## src/rtl/fetch_unit.sv

```systemverilog
// fetch_unit: IF-stage fetcher with a credit-limited prefetch FIFO, decode stall and redirect flush.
// Optional feature macro FETCH_PERF_CNT_EN adds bubble_cnt, counting cycles decode sat idle.
module fetch_unit #(
  parameter int          DEPTH    = 4,
  parameter logic [31:0] RESET_PC = 32'h0
) (
  input  logic        clk,
  input  logic        reset,
  output logic        imem_req_valid,
  input  logic        imem_req_ready,
  output logic [31:0] imem_req_addr,
  input  logic        imem_rsp_valid,
  input  logic [31:0] imem_rsp_data,
  input  logic        stall_d,
  input  logic        redirect_valid,
  input  logic [31:0] redirect_pc,
  output logic        fetch_valid,
  output logic [31:0] instr_f,
  output logic [31:0] pc_f,
  output logic [31:0] pcplus4_f
`ifdef FETCH_PERF_CNT_EN
  ,
  output logic [31:0] bubble_cnt
`endif
);
  localparam int          AW  = $clog2(DEPTH);
  localparam int          CW  = AW + 1;
  localparam logic [CW:0] CAP = (CW+1)'(DEPTH);
  localparam logic [31:0] NOP = 32'h00000013;

  logic [31:0]   fifo_data [DEPTH];
  logic [31:0]   fifo_pc   [DEPTH];
  logic [AW-1:0] rd_ptr, wr_ptr;
  logic [CW-1:0] count, inflight, discard;
  logic [31:0]   fetch_pc, rsp_pc, target;
  logic [CW:0]   outstanding;
  logic          req_fire, push, pop;

  assign target         = redirect_pc & 32'hFFFF_FFFC;
  assign outstanding    = {1'b0, inflight} + {1'b0, count};
  assign imem_req_valid = !reset && !redirect_valid && (outstanding < CAP);
  assign imem_req_addr  = fetch_pc;
  assign req_fire       = imem_req_valid && imem_req_ready;
  assign push           = imem_rsp_valid && (discard == '0) && !redirect_valid;
  assign fetch_valid    = !reset && (count != '0);
  assign pop            = fetch_valid && !stall_d && !redirect_valid;

  assign instr_f   = fetch_valid ? fifo_data[rd_ptr] : NOP;
  assign pc_f      = fetch_valid ? fifo_pc[rd_ptr] : 32'h0;
  assign pcplus4_f = fetch_valid ? fifo_pc[rd_ptr] + 32'd4 : 32'h0;

  always_ff @(posedge clk) begin
    if (push) begin
      fifo_data[wr_ptr] <= imem_rsp_data;
      fifo_pc[wr_ptr]   <= rsp_pc;
    end
  end

  // A redirect marks every word still outstanding for discard, so discard never exceeds inflight.
  always_ff @(posedge clk) begin
    if (reset) begin
      fetch_pc <= RESET_PC;
      rsp_pc   <= RESET_PC;
      rd_ptr   <= '0;
      wr_ptr   <= '0;
      count    <= '0;
      inflight <= '0;
      discard  <= '0;
    end else if (redirect_valid) begin
      fetch_pc <= target;
      rsp_pc   <= target;
      rd_ptr   <= '0;
      wr_ptr   <= '0;
      count    <= '0;
      inflight <= inflight - CW'(imem_rsp_valid);
      discard  <= inflight - CW'(imem_rsp_valid);
    end else begin
      if (req_fire)
        fetch_pc <= fetch_pc + 32'd4;
      if (push) begin
        wr_ptr <= wr_ptr + AW'(1);
        rsp_pc <= rsp_pc + 32'd4;
      end
      if (pop)
        rd_ptr <= rd_ptr + AW'(1);
      count    <= count + CW'(push) - CW'(pop);
      inflight <= inflight + CW'(req_fire) - CW'(imem_rsp_valid);
      if (imem_rsp_valid && (discard != '0))
        discard <= discard - CW'(1);
    end
  end

`ifdef FETCH_PERF_CNT_EN
  always_ff @(posedge clk) begin
    if (reset)
      bubble_cnt <= '0;
    else if (!fetch_valid && !stall_d)
      bubble_cnt <= bubble_cnt + 32'd1;
  end
`endif

endmodule

```

## config.mk

```make
export PLATFORM = sky130hd
export DESIGN_NAME = fetch_unit
export DESIGN_NICKNAME = d
export VERILOG_FILES = /design/src/rtl/fetch_unit.sv
export SDC_FILE = /design/constraint.sdc
export NUM_CORES = 1
export LEC_CHECK = 0
export BUFFER_PORTS_ARGS = -buffer_cell sky130_fd_sc_hd__buf_4
export CAP_MARGIN = 10
export CORE_MARGIN = 2
export CORE_UTILIZATION = 40
export CTS_BUF_LIST = sky130_fd_sc_hd__clkbuf_8
export CTS_CLUSTER_SIZE = 40
export DETAILED_ROUTE_END_ITERATION = 10
export GPL_ROUTABILITY_DRIVEN = 0
export PLACE_DENSITY = 0.69
export SLEW_MARGIN = 20
export SYNTH_ARGS = -nofsm -noshare
export SYNTH_HDL_FRONTEND = slang
export SYNTH_SLANG_ARGS = --single-unit
```

## constraint.sdc

```tcl
create_clock -name clk -period 6.35 [get_ports clk]
set_input_delay 0.3175 -clock clk [delete_from_list [all_inputs] [get_ports clk]]
set_output_delay 0.3175 -clock clk [all_outputs]
set_load 0.03 [all_outputs]
```

==> flow_metrics.py <==
metrics = {
    "yosys": {
        "synthFlopType": "edfxtp_1",
        "yosysTopAreaCellShare": 0.516,
        "yosysWarnings": 0,
        "synth_top_family_by_area": "simple AND/OR/NAND/NOR gates",
        "synth_mux_area_frac": 0.113,
        "synthCells": 1052,
        "syn_area_sq_um": 14400,
        "async_reset_ff_frac": 0,
        "synth-edff-count": 248,
        "ys_seq_elements": 323,
        "synth_compound_area_frac": 0.0580,
        "yosys.area.top_type": "edfxtp_1",
        "synth_cell_type_count": 60,
        "synth-simple-area-share": 0.129,
        "syn_avg_cell_area_sq_um": 13.7,
        "synth_area_leaders": "edfxtp_1, dfxtp_1, mux4_2",
        "synthAdderAreaFrac": 0.0175,
        "synth-seq-area-share": 0.621,
        "synth-xor-area-share": 0.0310,
    },
    "worst_setup_path": {
        "crit_chain": "buf_4 > mux4_1 > nand4_1 > or4_1 > nor4_2 > mux2_2 > buf_4",
        "crit_family": "simple AND/OR/NAND/NOR gates",
        "r2r_slack_ns": 2.96,
        "crit_required_ns": 6.03,
        "cp_max_fo": 40,
        "max_stage_delay_ns": 1.06,
        "cp-start-kind": "register",
        "r2r_start": "count[1]",
        "crit_path_end_kind": "primary output",
        "worstPathArrival_ns": 4.20,
        "critPathSlowestCell": "dfxtp_2",
        "cpMostUsedCell": "buf_4",
        "path_buf_inv": 2,
        "critPathKind": "register to primary output",
    },
    "clocking": {
        "clkSinkCount": 323,
        "path_clk_slew_ns": 0.06,
        "tritoncts": "yes",
        "insertion_delay_ns": 0.59,
        "post_cts_buffers": 0,
        "cts_buffers": 52,
        "cts_max_level": 2,
        "cts_root_buf": "clkbuf_8",
        "cts_buffer_depth": 3,
    },
    "layout": {
        "final_area_sq_um": 17700,
        "fin_util": 0.498,
        "num-nets-final": 1378,
        "drive_gt1_frac": 0.267,
        "area_delta_synth_final_pct": 22.8,
        "diodes": 0,
    },
    "hold_path": {
        "hold_path_class": "input pin to register",
        "min_from": "redirect_pc[18]",
    },
    "route": {
        "dr.first_iter.drc_count": 616,
        "wl_per_cell_microns": 19.1,
        "postRouteAntennaNets": 0,
        "firstDrtPassIters": 5,
        "drc": 0,
        "via_per_inst": 5.43,
        "routed-via-count": 9739,
        "drt_wl_total_mm": 34.2,
    },
    "power_and_ir_drop": {
        "p_int_mw": 3.46,
        "combPwrFrac": 0.085,
        "clock_power_share": 0.389,
        "p_switching_mw": 1.11,
        "p_seq_frac": 0.527,
        "swShare": 0.242,
        "power_density_nw_per_um2": 258,
        "p_leak_nw": 6.26,
        "power_mw": 4.57,
        "ir_drop_mv": 0.162,
    },
    "timing": {
        "setup-violations-final": 0,
        "fin_crit_ns": 4.51,
        "rsz0062_at_grt": "false",
        "relSlewSlack": 0.264,
        "worstMarginPinSlew_ns": 1.10,
        "fin_crit_sh": 0.711,
        "finalHoldViolations": 0,
        "report.final.slew_viol_count": 0,
        "fmax_mhz": 222,
        "setup-tns-final_ns": 0,
        "skew_ns": 0.0462,
    },
    "place": {
        "post-dp-hpwl_mm": 22.0,
        "port-buffer-count": 191,
        "placed_area_sq_um": 16200,
    },
    "floorplan": {
        "core_sq_um": 35600,
        "die-area_sq_um": 37600,
        "initial_core_util": 0.405,
        "fp.dieW_microns": 194,
        "die_y_microns": 194,
        "io_pins": 200,
        "placementRows": 69,
    },
    "status": {
        "status": "complete, no violations",
    },
    "global_route": {
        "grt_pass1_wl_mm": 53.6,
        "first_global_vias": 9656,
        "antenna_found_initial": 0,
        "grt_overflow": 0,
        "grt_max_degree": 66,
        "grtUsageTotal": 0.179,
    },
    "run": {
        "cap_violations": 0,
    },
}
-- timing repair --
item                                    4_1_cts  5_1_grt
gates resized for setup                       0        0
endpoints found under the setup margin        0        0
hold buffers                                 39        0
endpoints found under the hold margin       136        0
-- synth_stat cells (20+ instances only) --
master / n
mux4_2: 49
nand4_1: 32
nor2_1: 71
xnor2_1: 38
dfxtp_1: 75
a21oi_1: 47
o21ai_0: 20
inv_1: 36
edfxtp_1: 248
nor3_1: 23
nand2_1: 49
and2_1: 66
clkbuf_1: 42
nand3_1: 25
-- kinds of logic after synthesis --
group / after synthesis
xor+xnor: 51
other cells: 1
simple gates: 343
fa+ha+maj: 19
compound gates: 134
buf+inv: 102
flops: 323
mux: 79
-- worst min-delay path: cells and delay by family --
family | cells | cell delay, ns
simple gates | 1 | 0.06
buf+inv | 1 | 0.13
compound gates | 1 | 0.06
-- per-stage QoR --
step / std cells / setup slack [ns] / hold slack (ns)
floorplan: 1057 / 3.18 / 0.416
global placement: 1656 / 2.47 / 0.507
detailed placement: 1656 / 2.43 / 0.511
CTS: 1793 / 1.76 / 0.0000469
global route: 1794 / 1.66 / 0.0155
finish: 1794 / 1.84 / 0.0406
-- worst paths after layout --
kind | to | cells after the start
setup / recovery | pcplus4_f[31] | 7
hold / removal | imem_req_addr[18] | 3
setup reg to reg | inflight[2] | 12
hold reg to reg | fifo_pc[2][31] | 0
-- per-layer routing --
metal | global-route usage | part of all wire | vias up
li1 | - | - | 4498
met3 | 0.0299 | 0.079 | 49
met1 | 0.262 | 0.46 | 4760
met2 | 0.277 | 0.45 | 432
met4 | 0.0460 | 0.016 | 0
met5 | 0 | 0 | -
-- state kept, by name, summed over array words and instances (netlist names), named ones only --
register and flops:
inflight 3, rd_ptr 2, discard 3, fifo_data 128, fifo_pc 120, wr_ptr 2
count 3, rsp_pc 30, imem_req_addr 30
-- layout by cell type, fill, tap and decap left out, drive strengths merged, types with 5 or more instances in the layout --
cell type and n:
a211oi 18, a21boi 8, a21oi 47, a31oi 14, and2 66, and3 12
and4 10, buf 204, clkbuf 57, clkinv 29, conb 6, dfxtp 75
dlygate4sd3 39, edfxtp 248, ha 17, inv 45, mux2 11, mux2i 6
mux4 62, nand2 49, nand3 26, nand4 34, nor2 71, nor3 23
nor4 15, o21ai 20, or2 5, or3 18, or4 7, xnor2 38
xor2 13
-- power by group through the flow --
| stage | registers (mW) | clock network, mW | logic (mW) |
|---|---|---|---|
| 2_1_floorplan | 2.45 | 0 | 0.209 |
| 3_3_place_gp | 2.44 | 0 | 0.358 |
| 3_5_place_dp | 2.45 | 0 | 0.365 |
| 4_1_cts | 2.41 | 1.82 | 0.386 |
| 5_1_grt | 2.41 | 1.91 | 0.423 |
| 6_report | 2.41 | 1.78 | 0.386 |
-- layout make-up --
type                            instances  area (sq um)
Inverter                               37           139
Clock inverter                         41           264
Fill cell                            3051         17900
Multi-Input combinational cell        632          5060
Timing Repair Buffer                  243          1930
Clock buffer                           57           785
Sequential cell                       323          8950
Tap cell                              461           577
Power figures use the tool's default switching activity.
